<file path="src/rtl/if_prefetch_queue.sv">
// Instruction prefetch queue: issues sequential ROM fetches and buffers
// {pc, inst} pairs for decode under a valid/allow_in handshake.
//
// Ports:
//   clk, rst_n          clock, async active-low reset
//   br_taken/br_target  redirect request and address (bits [1:0] ignored)
//   hold_flag_if        blocks new ROM requests only
//   irom_adr/irom_en    ROM request; data returns on irom_inst next cycle
//   irom_inst           ROM read data
//   id_allow_in         decode accepts the head entry this cycle
//   pf_to_id_*          head entry valid/pc/inst
//   pf_count            occupied entries
module if_prefetch_queue #(
    parameter int unsigned DEPTH    = 4,
    parameter logic [31:0] RESET_PC = 32'h0000_0000
) (
    input  logic                         clk,
    input  logic                         rst_n,
    input  logic                         br_taken,
    input  logic [31:0]                  br_target,
    input  logic                         hold_flag_if,
    output logic [31:0]                  irom_adr,
    output logic                         irom_en,
    input  logic [31:0]                  irom_inst,
    input  logic                         id_allow_in,
    output logic                         pf_to_id_valid,
    output logic [31:0]                  pf_to_id_pc,
    output logic [31:0]                  pf_to_id_inst,
    output logic [$clog2(DEPTH+1)-1:0]   pf_count
);

    localparam int unsigned PW = $clog2(DEPTH);
    localparam int unsigned CW = $clog2(DEPTH+1);

    logic [31:0]   r_fetch_pc;
    logic [31:0]   r_req_pc;
    logic          r_inflight;
    logic          r_kill;
    logic          r_started;
    logic [PW-1:0] r_rd_ptr;
    logic [PW-1:0] r_wr_ptr;
    logic [CW-1:0] r_count;
    logic [31:0]   r_pc_q   [DEPTH];
    logic [31:0]   r_inst_q [DEPTH];

    logic [CW:0]   w_occ;
    logic          w_issue;
    logic          w_push;
    logic          w_pop;

    // Entries held plus the one response still on its way; issuing only
    // below DEPTH means a returning word always has a free slot.
    assign w_occ   = {1'b0, r_count} + {{CW{1'b0}}, r_inflight};
    assign w_issue = r_started & ~br_taken & ~hold_flag_if
                   & (w_occ < (CW+1)'(DEPTH));
    assign w_push  = r_inflight & ~r_kill & ~br_taken;
    assign w_pop   = pf_to_id_valid & id_allow_in & ~br_taken;

    assign irom_en        = w_issue;
    assign irom_adr       = r_fetch_pc;
    assign pf_to_id_valid = (r_count != '0);
    assign pf_to_id_pc    = r_pc_q[r_rd_ptr];
    assign pf_to_id_inst  = r_inst_q[r_rd_ptr];
    assign pf_count       = r_count;

    always_ff @(posedge clk or negedge rst_n) begin
        if (!rst_n) begin
            r_fetch_pc <= RESET_PC;
            r_req_pc   <= '0;
            r_inflight <= 1'b0;
            r_kill     <= 1'b0;
            r_started  <= 1'b0;
            r_rd_ptr   <= '0;
            r_wr_ptr   <= '0;
            r_count    <= '0;
            for (int i = 0; i < int'(DEPTH); i++) begin
                r_pc_q[i]   <= '0;
                r_inst_q[i] <= '0;
            end
        end else begin
            r_started <= 1'b1;
            // A response to a pre-redirect request must not be queued.
            r_kill    <= br_taken & r_inflight;
            if (br_taken) begin
                r_fetch_pc <= {br_target[31:2], 2'b00};
                r_inflight <= 1'b0;
                r_rd_ptr   <= '0;
                r_wr_ptr   <= '0;
                r_count    <= '0;
            end else begin
                r_inflight <= w_issue;
                if (w_issue) begin
                    r_req_pc   <= r_fetch_pc;
                    r_fetch_pc <= r_fetch_pc + 32'd4;
                end
                if (w_push) begin
                    r_pc_q[r_wr_ptr]   <= r_req_pc;
                    r_inst_q[r_wr_ptr] <= irom_inst;
                    r_wr_ptr           <= r_wr_ptr + PW'(1);
                end
                if (w_pop) begin
                    r_rd_ptr <= r_rd_ptr + PW'(1);
                end
                if (w_push && !w_pop) begin
                    r_count <= r_count + CW'(1);
                end else if (!w_push && w_pop) begin
                    r_count <= r_count - CW'(1);
                end
            end
        end
    end

endmodule
</file>
<file path="config.mk">
export PLATFORM = sky130hd
export DESIGN_NAME = if_prefetch_queue
export DESIGN_NICKNAME = d
export VERILOG_FILES = /design/src/rtl/if_prefetch_queue.sv
export SDC_FILE = /design/constraint.sdc
export NUM_CORES = 1
export LEC_CHECK = 0
export BUFFER_PORTS_ARGS = -buffer_cell sky130_fd_sc_hd__buf_2
export CORE_MARGIN = 2
export CORE_UTILIZATION = 33
export DETAILED_ROUTE_END_ITERATION = 16
export SYNTH_ARGS = -nofsm -noshare
export SYNTH_HDL_FRONTEND = slang
export SYNTH_SLANG_ARGS = --single-unit
</file>
<file path="constraint.sdc">
create_clock -name clk -period 2.2 [get_ports clk]
set_input_delay 0.44 -clock clk [delete_from_list [all_inputs] [get_ports clk]]
set_output_delay 0.44 -clock clk [all_outputs]
set_load 0.05 [all_outputs]
</file>
==> results of run 1 <==
==> registers in the layout, summed over array words and instances, names as in the netlist <==
signal      cells
r_pc_q        120
r_started       1
pf_count        3
r_wr_ptr        2
r_kill          1
r_inst_q      128
r_inflight      1
irom_adr       30
r_rd_ptr        2
r_req_pc       30
==> where the power goes <==
group / switching [mW] / leakage [nW] / internal (mW)
registers: 0.819 / 4.22 / 7.00
logic: 4.80 / 3.59 / 3.59
clock network: 2.44 / 0.598 / 3.70
==> cells by family (layout without fill, tap and decap cells) <==
logic type	after synthesis	after routing	share of synthesized area, %
flip-flops	318	318	56.2
multiplexers	314	314	29.9
AND/OR/NAND/NOR	216	216	7.21
buffers and inverters	74	313	2.50
AO/OA/AOI/OAI	60	60	3.08
XOR/XNOR	7	7	0.433
adder cells (fa/ha/maj)	6	6	0.584
other	2	6	0.0531
==> cell type report <==
cell class / instances / area share, %
Antenna cell: 1 / 0.0139
Multi-Input combinational cell: 608 / 32.6
Clock buffer: 56 / 6.10
Tap cell: 539 / 3.75
Clock inverter: 9 / 0.674
Timing Repair Buffer: 237 / 12.3
Inverter: 11 / 0.257
Sequential cell: 318 / 44.3
==> critical path, delay by kind of cell, from the launching register on <==
| kind | cells | cell delay [ns] |
|---|---|---|
| mux | 1 | 0.56 |
| flops | 1 | 0.47 |
| buf+inv | 3 | 0.47 |
==> metal layers <==
layer  part of all wire [%]  global-route usage, %  vias to the layer above  routed length (µm)
met5                      0                      0                        -                   0
met4                    2.5                   5.27                        0                 875
met3                    5.7                   3.66                       54                2010
met2                     47                   26.2                      239               16600
met1                     45                   22.0                     4730               15700
li1                       -                      -                     4081                   -
==> what timing repair did <==
| action | in CTS | in global routing |
|---|---|---|
| resized for setup | 146 | 4 |
| gates cloned | 4 | 2 |
| buffers inserted | 8 | 4 |
| hold endpoints to repair | 51 | 0 |
| hold buffers | 1 | 0 |
| pin swaps | 1 | 1 |
| setup endpoints to repair | 64 | 63 |
==> through the flow <==
stage	setup TNS [ns]	hold WS [ns]	worst slack, ns	area (µm²)	cells
after detailed placement	0	0.443	0.116	16000	1695
after floorplan	0	0.144	0.0172	14200	1000
after CTS	-19.38	0.0734	-0.385	17900	1773
final	-15.88	0.105	-0.297	18000	1779
after global placement	0	0.439	0.104	16000	1695
after global routing	-19.92	0.107	-0.363	18000	1779
==> path summary, 6_finish.rpt <==
kind                                             endpoint  slack [ns]  cells after the start
worst max-delay path                      pf_to_id_pc[10]       -0.30                      4
worst min-delay path              irom_adr[2]$_DFFE_PN0P_        0.10                      3
worst max register to register   irom_adr[27]$_DFFE_PN0P_        0.19                      5
worst min register to register     r_pc_q[40]$_DFFE_PN0P_        0.50                      1
max in group asynchronous        r_inst_q[69]$_DFFE_PN0P_        1.01                      3
min in group asynchronous       r_inst_q[116]$_DFFE_PN0P_        0.47                      2
==> placed cells by master, fill, tap and decap left out, types with 5 or more instances in the layout <==
cell and instances:
a21oi_1 5, and2_1 5, and3_1 5, buf_12 23, buf_2 98, buf_4 43, buf_6 58, buf_8 8
clkbuf_1 10, clkbuf_16 40, clkbuf_8 8, conb_1 5, dfrtp_1 313, inv_1 10, mux2_2 248, mux4_2 62
nand2_1 124, nand3_1 18, nand4_1 11, nor2_1 25, o211ai_1 12, o21ai_0 15, o311ai_0 9, xnor2_1 5
==> results.yml, run 1 <==
outcome:
  status: "complete, but fails checks"
  violations: "setup timing"
power:
  ir_drop_mv: 0.796
  p_leak_nw: 8.41
  power_mw: 22.4
  power.density_mw_per_mm2: 1240
synth:
  synthTopCellsByArea: "dfrtp_1, mux2_2, mux4_2"
  synth_top_flop_cell: "dfrtp_1"
  syn_inst: 997
  yosysMostFrequentCell: "dfrtp_1"
  ys_types: 53
  yosys_warnings: 0
  synth-seq-area-share_pct: 56.2
  synth_edf_count: 0
  syn_avg_cell_area_um2: 14.2
  synth_common_cells: "dfrtp_1, mux2_2, nand2_1"
  synth_top_area_cell: "dfrtp_1"
  synth_area_mm2: 0.0141
  async_reset_ff_share_pct: 100
  synth_top_area_share_pct: 56.2
  ys_ff_latch: 318
grt:
  antenna_found_initial: 1
  grt_pass1_wl_um: 56200
  grt_pass1_vias: 9778
  grt_max_degree: 64
  gr-usage-all-layers_pct: 16.3
  overflow: 0
finish:
  syn_to_final_growth_pct: 27.3
  utilization_pct: 42.7
  drive_gt1_share_pct: 50.2
  register_area_mm2: 0.00797
  final_nets: 1288
  num-fill-cells: 3854
  multi_input_area_mm2: 0.00587
floorplanning:
  start_util_pct: 33.6
  rows: 75
  io_pins: 170
  die_area_mm2: 0.0445
  coreArea_mm2: 0.0421
  die_w_um: 211
  die_h_um: 211
timing:
  setup_slack_ns: -0.297
  rsz0062_at_grt: "true"
  fmax_mhz: 400
  slew_headroom_pct: 63.7
  hold_violations: 0
  worst_slew_pin_slew_ns: 0.544
  finalSetupViolCount: 62
  period_share_pct: 114
  fin_crit_ns: 2.50
  final_max_slew_viol_count: 0
  skew_ns: 0.0265
run:
  maxCapViolCount: 0
setup_path:
  critPathArrivalTime_ns: 2.06
  r2r-start: "irom_adr[6]$_DFFE_PN0P_"
  cpMostUsedCell: "buf_12"
  crit_required_ns: 1.76
  crit_path_start_kind: "flip-flop"
  endpoint_kind: "primary output"
  slowest_stage: "mux4_2"
  crit_chain: "buf_12, buf_12, mux4_2, buf_8"
  worstSetupPathType: "flip-flop to primary output"
  critical-path-max-stage-delay_ns: 0.56
  path_max_fanout: 6
  crit_start: "r_rd_ptr[0]$_DFFE_PN0P_"
placement:
  hpwl_um: 22600
  port-buffer-count: 163
  gp_congestion: 0.831
clock_tree:
  cts_tree: "built"
  clock_latency_ns: 0.54
  clockBufferDepth: 3
  htreeDepth: 2
  clkTransAtPathRegs_ns: 0.06
  cts.sinks: 318
  cts_inserted_buffers: 37
  cts-root-buf: "clkbuf_16"
worst_hold_path:
  hp-class: "input port to flip-flop"
  hp-start: "br_target[2]"
drt:
  ant_nets: 0
  drc: 0
  wl_per_cell_um: 19.8
  vias_per_cell: 5.12
  drtIter0Drc: 488
  wl_um: 35200
  num_vias: 9104
  dr.pass1.iters: 5
No activity file was read; power rests on OpenSTA's default activity.
==> run 2, diff against run 1 <==
--- a/config.mk
+++ b/config.mk
@@ -6,6 +6,7 @@
 export NUM_CORES = 1
 export LEC_CHECK = 0
 export BUFFER_PORTS_ARGS = -buffer_cell sky130_fd_sc_hd__buf_2
+export CORE_ASPECT_RATIO = 1.5
 export CORE_MARGIN = 2
 export CORE_UTILIZATION = 33
 export DETAILED_ROUTE_END_ITERATION = 16
==> run 2 against run 1 <==
The run still ends with setup timing left. Clock power fell by 8.0%. Setup slack gained 0.038 ns. Non-clock buffer count decreased by 1. Final cell count rose by 0.84%. Sequential power hardly changed. Global-route usage fell by 0.55 points. Design area decreased by 1.1%. Sequential share of layout area up 0.48 points. Worst hold slack better by 0.041 ns. Via count down 2.3%. First-iteration DRC count decreased by 20%. Register-to-register slack worse by 0.07 ns. Critical endpoint is now pf_to_id_inst[30]. Highest routed layer unchanged.
==> results.yml, run 2 (synthesis gave the netlist of run 1 again) <==
setup_path:
  crit_required_ns: 1.76
  path_max_fanout: 9
  crit_path_start_kind: "flip-flop"
  worstSetupPathType: "flip-flop to primary output"
  critPathArrivalTime_ns: 2.02
  endpoint_kind: "primary output"
timing:
  period_share_pct: 112
  slew_headroom_pct: 54.6
  worst_slew_pin_slew_ns: 0.680
  holdWs_ns: 0.145
  finalSetupViolCount: 62
  final_max_slew_viol_count: 0
  hold_violations: 0
  fin_crit_ns: 2.46
  setup_slack_ns: -0.260
  rsz0062_at_grt: "true"
  fmax_mhz: 407
  skew_ns: 0.0167
placement:
  dp.cells: 1722
  gp_congestion: 0.811
  pre_cts_slack_ns: -0.137
  hpwl_um: 23400
  port-buffer-count: 163
grt:
  busiest_layer: "met2"
  grt_pass1_wl_um: 55300
  overflow: 0
  gr-usage-all-layers_pct: 15.8
  met1_usage_pct: 19.6
  met2_usage_pct: 27.6
  grt_pass1_vias: 9518
  use_met3_pct: 3.02
  grt_max_degree: 76
  antenna_found_initial: 0
finish:
  drive_gt1_share_pct: 50.0
  final_nets: 1284
  top_register: "r_inst_q"
  layout_common_cells: "dfrtp_1, mux2_2, nand2_1, buf_2"
  syn_to_final_growth_pct: 25.9
  fin_cells: 1794
  final_common_cell: "dfrtp_1"
  largest_reg_flops: 128
  reg_top3: "r_inst_q: 128 flops, r_pc_q: 120 flops"
  diodes: 0
clock_tree:
  clockBufferDepth: 3
  cts_inserted_buffers: 34
  cts-root-buf: "clkbuf_16"
  cts_tree: "built"
  cts.sinks: 318
  htreeDepth: 2
  clock_latency_ns: 0.52
  clkTransAtPathRegs_ns: 0.07
floorplanning:
  coreArea_mm2: 0.0421
  die_area_mm2: 0.0446
  rows: 92
  die_h_um: 258
  io_pins: 170
  die_w_um: 173
  start_util_pct: 33.6
drt:
  num_vias: 8893
  wl_um: 35200
  wl_per_cell_um: 19.6
  drtIter0Drc: 392
  dr.pass1.iters: 5
  drc: 0
  vias_per_cell: 4.96
  ant_nets: 0
power:
  ir_drop_mv: 0.492
  power.density_mw_per_mm2: 1220
  p_leak_nw: 8.32
  power_mw: 21.8
outcome:
  status: "complete, but fails checks"
  violations: "setup timing"
worst_hold_path:
  hp-class: "input port to flip-flop"
run:
  maxCapViolCount: 0
-- run 2: cell types whose count changed in the layout (fill, tap and decap cells not counted), sizes merged --
cell / previous run / this run
clkinv: 6 / 7
inv: 12 / 10
clkbuf: 58 / 53
bufinv: 2 / 1
buf: 234 / 232
diode: 1 / 0
-- run 2: worst max-delay path, cell delays in order (launching register included) --
cell and delay [ns]:
dfrtp_4 0.44, buf_12 0.17, buf_16 0.16, mux4_2 0.55, buf_6 0.18
-- run 2: path summary, 6_finish.rpt --
| check | cells past startpoint | startpoint | slack, ns | to |
|---|---|---|---|---|
| worst max register to register | 6 | irom_adr[3]$_DFFE_PN0P_ | 0.12 | irom_adr[20]$_DFFE_PN0P_ |
| min in group asynchronous | 2 | rst_n | 0.46 | r_pc_q[105]$_DFFE_PN0P_ |
| worst max-delay path | 4 | r_rd_ptr[0]$_DFFE_PN0P_ | -0.26 | pf_to_id_inst[30] |
| worst min-delay path | 3 | br_target[14] | 0.15 | irom_adr[14]$_DFFE_PN0P_ |
| max in group asynchronous | 3 | rst_n | 0.96 | r_pc_q[58]$_DFFE_PN0P_ |
| worst min register to register | 1 | r_inst_q[30]$_DFFE_PN0P_ | 0.50 | r_inst_q[30]$_DFFE_PN0P_ |
-- run 2: metrics by stage --
step	utilization [%]	setup TNS [ns]	instance area (µm²)
after floorplan	-	0	14200
after global placement	38.1	-0.782	16000
after detailed placement	38.1	-0.710	16000
after CTS	41.5	-16.16	17500
after global routing	42.3	-16.89	17800
final	42.3	-13.07	17800
-- run 2: cell type report --
type | count | area, µm²
Clock inverter | 7 | 67.6
Multi-Input combinational cell | 608 | 5870
Fill cell | 3904 | 24300
Inverter | 11 | 46.3
Clock buffer | 50 | 1020
Timing Repair Buffer | 236 | 2130
Sequential cell | 318 | 7970
Tap cell | 564 | 706
-- run 2: repair_timing --
| item | CTS | global route |
|---|---|---|
| pin swaps | 1 | 0 |
| hold buffers | 1 | 0 |
| setup endpoints to repair | 73 | 62 |
| setup buffers | 5 | 7 |
| cloned | 0 | 3 |
| gates resized for setup | 100 | 51 |
| endpoints found under the hold margin | 42 | 0 |
-- run 2: layer usage --
metal | vias up | part of all wire (%)
met3 | 42 | 4.7
li1 | 4039 | -
met5 | - | 0
met2 | 232 | 51
met4 | 0 | 2.4
met1 | 4580 | 41
-- run 2: where the power goes --
group	switching, mW	total [mW]	internal, mW
Combinational	4.78	8.31	3.53
Clock	2.30	5.65	3.34
Sequential	0.848	7.85	7.00
Total	7.93	21.8	13.9
==> run 3, diff against run 2 <==
--- a/config.mk
+++ b/config.mk
@@ -5,6 +5,7 @@
 export SDC_FILE = /design/constraint.sdc
 export NUM_CORES = 1
 export LEC_CHECK = 0
+export ABC_AREA = 1
 export BUFFER_PORTS_ARGS = -buffer_cell sky130_fd_sc_hd__buf_2
 export CORE_ASPECT_RATIO = 1.5
 export CORE_MARGIN = 2
==> run 3 against run 2 <==
Area after synthesis up 3.2%. Synthesized cell count grew 71%. Die area grew 3.2%. Critical path depth grew 1. The flow still finishes with violations (setup timing). Critical endpoint is now pf_to_id_inst[2]. Count of clock-buffer cells in the layout shrank 9. Final cell count grew 38%. Highest routed layer unchanged. Routed wire length rose by 23%. Via count rose by 40%.
==> results.yml, run 3 <==
outcome:
  status: "complete, but fails checks"
  violations: "setup timing"
power:
  p_sw_mw: 11.6
  internal_power_mw: 14.9
  pwr-share-clk_pct: 19.5
  p_comb_share_pct: 51.6
  p_leak_nw: 8.85
  power.density_mw_per_mm2: 1430
  power_mw: 26.5
  ir_drop_mv: 0.707
  pwr-share-seq_pct: 28.9
  switching_share_pct: 43.7
finish:
  top_register: "r_inst_q"
  final_area_mm2: 0.0185
  diodes: 0
  drive_gt1_share_pct: 21.3
  num-fill-cells: 4362
  utilization_pct: 42.4
  layout_common_cells: "nand2_1, dfrtp_1, o21ai_0, nor2_1, inv_1"
  reg_top3: "r_inst_q: 128 flops, r_pc_q: 120 flops"
  largest_reg_flops: 128
  final_nets: 1946
  fin_cells: 2467
  final_common_cell: "nand2_1"
  syn_to_final_growth_pct: 27.0
setup_path:
  path_max_fanout: 23
  critical_path_buf_inv_count: 3
  worstSetupPathType: "flip-flop to primary output"
  critical-path-max-stage-delay_ns: 0.60
  crit_path_start_kind: "flip-flop"
  endpoint_kind: "primary output"
  ff2ff_setup_slack_ns: 0.41
  crit_required_ns: 1.76
  cpMostUsedCell: "buf_4"
  crit_chain: "buf_4, clkbuf_16, nor2_1, o22ai_1, buf_4"
  slowest_stage: "dfrtp_4"
  critPathArrivalTime_ns: 2.07
  crit_family: "buffers and inverters"
synth:
  synthTopCellsByArea: "dfrtp_1, o21ai_0, nand2_1"
  syn_inst: 1707
  synth_top_area_share_pct: 54.5
  synth_common_cells: "nand2_1, o21ai_0, dfrtp_1"
  synth_edf_count: 0
  ys_types: 34
  syn_avg_cell_area_um2: 8.56
  synth-seq-area-share_pct: 54.5
  async_reset_ff_share_pct: 100
  synth_top_area_cell: "dfrtp_1"
  yosysMostFrequentCell: "nand2_1"
  yosys_warnings: 0
  synth_area_mm2: 0.0146
  synth_top_flop_cell: "dfrtp_1"
  ys_ff_latch: 318
timing:
  fin_setup_tns_ns: -15.19
  slew_headroom_pct: 54.4
  holdWs_ns: 0.0878
  fmax_mhz: 399
  period_share_pct: 114
  final_max_slew_viol_count: 0
  rsz0062_at_grt: "true"
  finalSetupViolCount: 62
  setup_slack_ns: -0.309
  fin_crit_ns: 2.51
  skew_ns: 0.0106
  worst_slew_pin_slew_ns: 0.684
  hold_violations: 0
grt:
  overflow: 0
  antenna_found_initial: 0
  gr-usage-all-layers_pct: 18.0
  grt_pass1_vias: 12100
  grt_pass1_wl_um: 65900
  grt_max_degree: 75
floorplanning:
  start_util_pct: 33.4
  die_area_mm2: 0.0460
  rows: 94
  coreArea_mm2: 0.0438
  die_h_um: 262
  die_w_um: 176
  io_pins: 170
clock_tree:
  cts_tree: "built"
  cts_inserted_buffers: 31
  clockBufferDepth: 3
  htreeDepth: 1
  cts.sinks: 318
  clock_latency_ns: 0.58
  cts-root-buf: "clkbuf_16"
  clkTransAtPathRegs_ns: 0.06
drt:
  vias_per_cell: 5.04
  ant_nets: 0
  wl_um: 43400
  wl_per_cell_um: 17.6
  drtIter0Drc: 932
  dr.pass1.iters: 5
  drc: 0
  num_vias: 12400
worst_hold_path:
  hp-class: "input port to flip-flop"
placement:
  dp.cells: 2384
  pre_cts_slack_ns: 0.133
  hpwl_um: 25100
  port-buffer-count: 163
  post_dp_cell_area_mm2: 0.0163
  gp_congestion: 0.811
run:
  maxCapViolCount: 0
==> run 3: cells by family (layout without fill, tap and decap cells) <==
kind of cell    after synthesis  after routing  synth area share, %
compound gates              508            508                 18.4
simple gates                628            628                 18.1
flops                       318            318                 54.5
other cells                   2              5               0.0514
fa+ha+maj                     6              6                0.565
xor+xnor                      5              5                0.300
buf+inv                     240            421                 8.13
==> run 3: path summary, 6_finish.rpt <==
check / from / cells after the start / to
worst min register to register: r_pc_q[75]$_DFFE_PN0P_ / 2 / r_pc_q[75]$_DFFE_PN0P_
worst max-delay path: r_rd_ptr[0]$_DFFE_PN0P_ / 5 / pf_to_id_inst[2]
worst max register to register: pf_count[1]$_DFFE_PN0P_ / 10 / pf_count[2]$_DFFE_PN0P_
worst min-delay path: br_target[9] / 3 / irom_adr[9]$_DFFE_PN0P_
max in group asynchronous: rst_n / 3 / r_inst_q[19]$_DFFE_PN0P_
min in group asynchronous: rst_n / 2 / r_pc_q[101]$_DFFE_PN0P_
==> run 3: what timing repair did <==
item                                    4_1_cts  5_1_grt
gates cloned                                  9        9
setup buffers                                 4        8
hold endpoints to repair                     57        0
endpoints found under the setup margin       62       63
gates resized for setup                     101      135
pin swaps                                     9       36
hold buffers                                  1        0
==> run 3: metal layers <==
layer  vias to the layer above  share of wire [%]  GRT usage, %
li1                       5953                  -             -
met1                      6042                 43          22.8
met2                       360                 50          31.8
met3                        72                4.6          2.14
met4                         0                2.8          5.97
met5                         -                  0             0
==> run 3: worst reg2reg max path: cells and delay by family, from the launching register on <==
kind                     cells  cell delay (ns)
XOR/XNOR                     2             0.30
adder cells (fa/ha/maj)      1             0.38
buffers and inverters        1             0.07
flip-flops                   1             0.43
AND/OR/NAND/NOR              6             0.50
==> run 3: power groups by stage <==
stage | sequential, mW | combinational, mW | clock (mW)
after floorplan | 7.80 | 6.82 | 0
after global routing | 7.79 | 14.5 | 5.52
after detailed placement | 7.63 | 10.9 | 0
final | 7.66 | 13.7 | 5.17
after CTS | 7.57 | 12.3 | 5.31
after global placement | 7.60 | 10.8 | 0
==> run 3: cell type report <==
type | instances | area (µm²) | area share, %
Tap cell | 576 | 721 | 3.89
Timing Repair inverter | 1 | 11.3 | 0.0607
Clock inverter | 12 | 93.8 | 0.506
Sequential cell | 318 | 7960 | 43.0
Multi-Input combinational cell | 1152 | 5890 | 31.7
Timing Repair Buffer | 238 | 2490 | 13.4
Inverter | 129 | 498 | 2.69
Clock buffer | 41 | 873 | 4.71
